===== config.mk =====
export PLATFORM = sky130hd
export DESIGN_NAME = pulse_stretch
export DESIGN_NICKNAME = d
export VERILOG_FILES = /design/src/rtl/pulse_stretch.sv
export SDC_FILE = /design/constraint.sdc
export NUM_CORES = 1
export LEC_CHECK = 0
export CORE_MARGIN = 1.5
export CORE_UTILIZATION = 35
export CTS_CLUSTER_SIZE = 8
export DETAILED_ROUTE_END_ITERATION = 8
export PLACE_DENSITY = 0.54
export SLEW_MARGIN = 30
export SYNTH_ARGS = -nofsm -noshare
export SYNTH_HDL_FRONTEND = slang
export SYNTH_SLANG_ARGS = --single-unit

===== constraint.sdc =====
create_clock -name clk_i -period 1.95 [get_ports clk_i]
set_input_delay 0.39 -clock clk_i [delete_from_list [all_inputs] [get_ports clk_i]]
set_output_delay 0.39 -clock clk_i [all_outputs]
set_load 0.02 [all_outputs]

===== src/rtl/pulse_stretch.sv =====
// pulse_stretch: turns one-cycle trigger pulses into fixed-width output pulses
// with a guaranteed idle gap between pulses and a small queue of pending triggers.
//
// Ports:
//   clk_i      clock, all state updates on the rising edge
//   rst_ni     asynchronous active-low reset
//   trig_i     trigger request, one request per high cycle
//   abort_i    synchronous cancel, wins over trig_i in the same cycle
//   signal_o   stretched pulse (active level = POLARITY), registered
//   busy_o     high whenever the FSM is not idle, registered
//   done_o     one-cycle pulse after each completed active phase, registered
//   drop_o     one-cycle pulse when a trigger is lost to a full queue, registered
//   pending_o  number of queued triggers, registered
module pulse_stretch #(
  parameter int unsigned HIGH_CYCLES = 4,
  parameter int unsigned GAP_CYCLES  = 2,
  parameter int unsigned QUEUE_DEPTH = 3,
  parameter bit          POLARITY    = 1'b1,
  localparam int unsigned PW = ($clog2(QUEUE_DEPTH + 1) > 1) ? $clog2(QUEUE_DEPTH + 1) : 1
) (
  input  logic          clk_i,
  input  logic          rst_ni,
  input  logic          trig_i,
  input  logic          abort_i,
  output logic          signal_o,
  output logic          busy_o,
  output logic          done_o,
  output logic          drop_o,
  output logic [PW-1:0] pending_o
);

  localparam int unsigned MAXC     = (HIGH_CYCLES > GAP_CYCLES) ? HIGH_CYCLES : GAP_CYCLES;
  localparam int unsigned CW       = ($clog2(MAXC) > 1) ? $clog2(MAXC) : 1;
  localparam int unsigned HI_LOAD  = HIGH_CYCLES - 1;
  localparam int unsigned GAP_LOAD = (GAP_CYCLES > 0) ? GAP_CYCLES - 1 : 0;
  localparam bit          HAS_GAP  = (GAP_CYCLES > 0);

  typedef enum logic [1:0] {
    S_IDLE   = 2'd0,
    S_ACTIVE = 2'd1,
    S_GAP    = 2'd2
  } state_e;

  state_e          state_q, state_d;
  logic [CW-1:0]   cnt_q, cnt_d;
  logic [PW-1:0]   pend_q, pend_d;
  logic            signal_q, signal_d;
  logic            busy_q, busy_d;
  logic            done_q, done_d;
  logic            drop_q, drop_d;

  logic            expired;
  logic            pend_full;
  logic            has_pend;
  logic            exit_now;

  assign expired   = (cnt_q == '0);
  assign pend_full = (pend_q == PW'(QUEUE_DEPTH));
  assign has_pend  = (pend_q != '0);
  // End of the post-pulse idle period: last GAP cycle, or last ACTIVE cycle when there is no gap.
  assign exit_now  = expired && ((state_q == S_GAP) || ((state_q == S_ACTIVE) && !HAS_GAP));

  // Next-state, counter, queue and output-pulse logic.
  always_comb begin
    state_d = state_q;
    cnt_d   = cnt_q;
    pend_d  = pend_q;
    done_d  = 1'b0;
    drop_d  = 1'b0;

    if (abort_i) begin
      state_d = S_IDLE;
      cnt_d   = '0;
      pend_d  = '0;
    end else begin
      done_d = (state_q == S_ACTIVE) && expired;
      if (state_q == S_IDLE) begin
        if (trig_i) begin
          state_d = S_ACTIVE;
          cnt_d   = CW'(HI_LOAD);
        end
      end else if (exit_now) begin
        if (has_pend) begin
          // A trigger arriving as an entry is consumed leaves the count unchanged.
          state_d = S_ACTIVE;
          cnt_d   = CW'(HI_LOAD);
          pend_d  = trig_i ? pend_q : pend_q - PW'(1);
        end else if (trig_i) begin
          // Trigger on the return-to-idle cycle restarts directly without queueing.
          state_d = S_ACTIVE;
          cnt_d   = CW'(HI_LOAD);
        end else begin
          state_d = S_IDLE;
          cnt_d   = '0;
        end
      end else begin
        if (trig_i) begin
          if (pend_full) drop_d = 1'b1;
          else           pend_d = pend_q + PW'(1);
        end
        if (expired) begin
          state_d = S_GAP;
          cnt_d   = CW'(GAP_LOAD);
        end else begin
          cnt_d = cnt_q - CW'(1);
        end
      end
    end

    signal_d = (state_d == S_ACTIVE) ? POLARITY : ~POLARITY;
    busy_d   = (state_d != S_IDLE);
  end

  // State and registered outputs.
  always_ff @(posedge clk_i or negedge rst_ni) begin
    if (!rst_ni) begin
      state_q  <= S_IDLE;
      cnt_q    <= '0;
      pend_q   <= '0;
      signal_q <= ~POLARITY;
      busy_q   <= 1'b0;
      done_q   <= 1'b0;
      drop_q   <= 1'b0;
    end else begin
      state_q  <= state_d;
      cnt_q    <= cnt_d;
      pend_q   <= pend_d;
      signal_q <= signal_d;
      busy_q   <= busy_d;
      done_q   <= done_d;
      drop_q   <= drop_d;
    end
  end

  assign signal_o  = signal_q;
  assign busy_o    = busy_q;
  assign done_o    = done_q;
  assign drop_o    = drop_q;
  assign pending_o = pend_q;

endmodule

* After elaboration in Yosys (flattened, before gate mapping)
Cells that the tools add are included.
** Operators by class
- Add/subtract/negate cells :: 3
- Eq/ne operators :: 9
- Multiplexer cells :: 28
- Reductions and logical operators :: 8
** Operators by type and width (number)
- $mux W2 :: 19
- $mux W1 :: 9
- $ne A3 B3 Y1 const B :: 3
- $reduce_and A5 Y1 :: 1
- $eq A2 B1 Y1 const B :: 2
- $eq A2 B2 Y1 const B :: 2
- $logic_not A2 Y1 :: 2
- $reduce_bool A2 Y1 :: 2
- $sub A2 B1 Y2 const B :: 2
- $ne A3 B2 Y1 const B :: 1
- $reduce_bool A3 Y1 :: 1
- $add A2 B1 Y2 const B :: 1
- $logic_and A1 B1 Y1 :: 2
- $ne A2 B2 Y1 const B :: 1
** Word-level totals
- Flip-flop bits (word level) :: 10
- Output and inout bits :: 6
- Input bits :: 4
- Logic and storage cells :: 55

* Logic depth before layout (Yosys ltp)
- Depth in word-level cells :: 7
- Depth in mapped cells :: 4
- Depth with buffers taken out :: 3

* Least setup slack after synthesis
OpenSTA, ideal clock, no wires.
- Path kind :: register to register
- Start point :: register cnt_q[0]
- End point :: register cnt_q[0]
- Path slack :: 0.429 ns
- Data arrival time :: 1.378 ns
- Path buffers :: 1
- Cell stages (with the launch flop) :: 5
- Setup time :: 0.143 ns
- Data required time :: 1.807 ns
- Clock period less this slack :: 1.521 ns
- Cells stage by stage :: dfrtp_1 > or4b_1 > clkbuf_2 > o31ai_1 > a221oi_1
** Between the ends
- Cells in the longest elaborated chain, start to end :: 5
- Elaborated cells on any way between the ends :: 7
- Classes of those cells :: add/sub (1); mux (4); reduce/logical (2)
** RTL lines
- start: declaration :: RTL line 45 : logic [CW-1:0] cnt_q, cnt_d;
- start signal: assignment :: RTL line 126 : cnt_q <= cnt_d;
- $sub A2 B1 Y2 or $logic_not A2 Y1 (tied branches) :: RTL line 105, 57
- $mux W2 or $logic_and A1 B1 Y1 (tied branches) :: RTL line 101, 61
- $mux W2 * :: RTL line 82 : end else if (exit_now) begin
- $mux W2 * :: RTL line 77 : if (state_q == S_IDLE) begin
- $mux W2 * :: RTL line 71 : if (abort_i) begin
Mark *: on every way between the ends. The rest lies on a longest branch, timed or not.
A chain may end at the register's enable or synchronous reset.

* Worst setup path in the final report
- Start point :: register pend_q[0], in the netlist pending_o[0]
- End point :: output pending_o[0]
** RTL lines
- start: declaration :: RTL line 46 : logic [PW-1:0] pend_q, pend_d;
- start signal: assignment :: RTL line 127 : pend_q <= pend_d;
- end: declaration :: RTL line 29 : output logic [PW-1:0] pending_o
No word-level cell between the ends.

==> out/results.ini <==
[status]
run_status = complete, no violations

[timing]
min_period_over_period_pct = 94.38
worstMarginPinSlew_ns = 0.4676
maxSlewViolCount = 0
rsz0062_at_grt = false
clock.fmax_ghz = 0.5433
final-setup-viol-count = 0
clock_skew_ns = 0.0006418
finalHoldViolations = 0
worst_slack_ns = 0.1095
fin_crit_ns = 1.840
setup_tns_ns = 0
slew_headroom_pct = 68.50

[yosys]
postSynth.asyncResetShare_pct = 100.0
ys_seq_area_share_pct = 50.51
synthAdderAreaFrac_pct = 0
synth_top_family_by_area = compound AO/OA/AOI/OAI gates
synth_compound_area_share_pct = 23.99
synthXorXnorAreaFrac_pct = 0
yosysUniqueCellTypes = 24
netlist_area_sq_um = 495.5
synth_cells = 49
synthFlopType = dfrtp_1
synthMuxAreaShare_pct = 2.020
synth-simple-area-share_pct = 18.43
synth_edf_count = 0
syn_area_per_cell_sq_um = 10.11
ys_ff_latch = 10
synth_warnings = 0
synth.net_count = 53

[global_routing]
grt_pass1_wl_microns = 1531
gr-total-overflow = 0
grt_pass1_vias = 349
grt_util_all_layers_pct = 15.38
antenna_found_initial = 0
grt_max_degree = 14

[worst_setup_path]
worstReg2RegEnd = cnt_q[0]$_DFFE_PN0P_
r2r_start = cnt_q[0]$_DFFE_PN0P_
cp.arrival_ns = 1.45
cp_num_buf_inv = 1
r2r_slack_ns = 0.31
slowest_stage = clkdlybuf4s50_1
reg2regPathDepth = 3
endpoint = pending_o[0]
path_max_fanout = 11
startpoint = pending_o[0]$_DFFE_PN0P_
path_class = register to output port
cp.required_ns = 1.56
critPathLaunchType = register
path_delay_family = buffers and inverters
critical-path-max-stage-delay_ns = 0.67
path_depth = 1
endpoint_kind = output port
crit_chain = clkdlybuf4s50_1

[routing]
drc_errors = 0
drt_iter0_drc = 10
drt-total-wl_microns = 1015
drt-vias-per-instance = 5.662
routedWlPerCell_microns = 13.72
firstDrtPassIters = 4
drtAntennaViolNets = 0
vias = 419

[power_and_ir_drop]
clkPwrFrac_pct = 34.2
power_report.internal_total_uw = 389.1
p_sw_uw = 147.9
p_sw_share_pct = 27.54
comb_power_share_pct = 19.0
power.density_mw_per_mm2 = 851.5
peakVddDrop_v = 0.0007404
seqPwrFrac_pct = 46.8
leakagePower_nw = 0.2611

[die]
die_area_sq_mm = 0.001650
rows = 13
dieWidth_microns = 40.63
start_util_pct = 37.61
io_pins = 10
core_area_sq_mm = 0.001318
die_h_microns = 40.63

[cts]
cts_sinks = 10
cts_tree = built
postCtsHoldBufs = 0
worstSkewPairLatency_ns = 0.26
cts-root-buf = clkbuf_4
cts_made_buffers = 3
cts-resized-gates = 0
post_cts_buffers = 0
clock_path_buffers = 2
path_clk_slew_ns = 0.06
h-tree-depth = 1

[layout]
fillers = 129
area_growth_pct = 27.27
antenna_cells = 0
nets = 64
final_layout_size_suffix_gt1_share_pct = 11.86

[place]
place_congestion = 0.7743
port_buffers = 9
dp_hpwl_microns = 715.9
dp_slack_ns = 0.2376

[worst_hold_path]
hold_path_class = input pin to async pin

[job]
maxCapViolCount = 0

## area by class of cell
| type | count | area [sq um] | area share (%) |
|---|---|---|---|
| Sequential cell | 10 | 250.2 | 39.68 |
| Timing Repair Buffer | 10 | 97.59 | 15.48 |
| Clock buffer | 4 | 36.28 | 5.754 |
| Tap cell | 15 | 18.77 | 2.976 |
| Multi-Input combinational cell | 33 | 220.2 | 34.92 |
| Inverter | 2 | 7.507 | 1.190 |
## state kept, by name, indices dropped and copies added (netlist names)
name,flops
cnt_q,2
pending_o,2
state_q,2
busy_o,1
done_o,1
drop_o,1
signal_o,1
## Yosys cell counts, types with 2 or more instances
cell | instances | area (sq um)
o311a_1 | 2 | 20.02
a21oi_1 | 6 | 30.03
clkbuf_1 | 2 | 7.510
o31ai_1 | 2 | 15.01
nand4b_1 | 2 | 17.52
inv_1 | 2 | 7.510
dfrtp_1 | 10 | 250.2
o21ai_0 | 3 | 15.01
nor2_1 | 2 | 7.510
nor3_1 | 2 | 10.01
o211ai_1 | 2 | 15.01
nand2_1 | 2 | 7.510
## placed cells by master (no fill, tap or decap), types with 3 or more instances in the layout
cell and n:
clkdlybuf4s50_1 9, a21oi_1 6, dfrtp_1 10, o21ai_0 3
clkbuf_4 3
## power by group through the flow
| stage | Combinational, mW | Sequential, mW | Clock [mW] |
|---|---|---|---|
| floorplan | 0.0586 | 0.256 | 0 |
| global placement | 0.100 | 0.253 | 0 |
| detailed placement | 0.102 | 0.255 | 0 |
| CTS | 0.103 | 0.251 | 0.191 |
| global route | 0.112 | 0.255 | 0.207 |
| finish | 0.102 | 0.252 | 0.184 |
## metal layers
layer | track usage (%) | up-vias | wire length [microns]
met3 | 9.783 | 2 | 63
met5 | 0 | - | 0
li1 | - | 207 | -
met2 | 21.03 | 14 | 423
met4 | 5.000 | 0 | 8
met1 | 19.46 | 196 | 520
## stage by stage
step                      utilization (%)  power [mW]  instances  hold slack (ns)  instance area [sq um]
after floorplan                         -      0.3145         49          0.09441                  495.5
after global placement              45.11      0.3534         70           0.5400                  594.3
after detailed placement            45.11      0.3573         70           0.5617                  594.3
after CTS                           47.86      0.5448         74           0.4622                  630.6
after global routing                47.86      0.5741         74           0.4648                  630.6
final                               47.86      0.5369         74           0.4447                  630.6
## how the worst min path moves through the flow
stage / end
final: state_q[0]$_DFF_PN0_
after global routing: drop_o$_DFF_PN0_
after CTS: cnt_q[1]$_DFFE_PN0P_
after detailed placement: done_o$_DFF_PN0_
after global placement: done_o$_DFF_PN0_
after floorplan: busy_o$_DFF_PN0_
## cells by family (layout without fill, tap and decap cells)
logic type	count (synthesis)	after routing
DFF	10	10
buffers and inverters	6	16
and+or+nand+nor	14	14
muxes	1	1
AOI/OAI and AO/OA	18	18
Power figures use the tool's default switching activity.
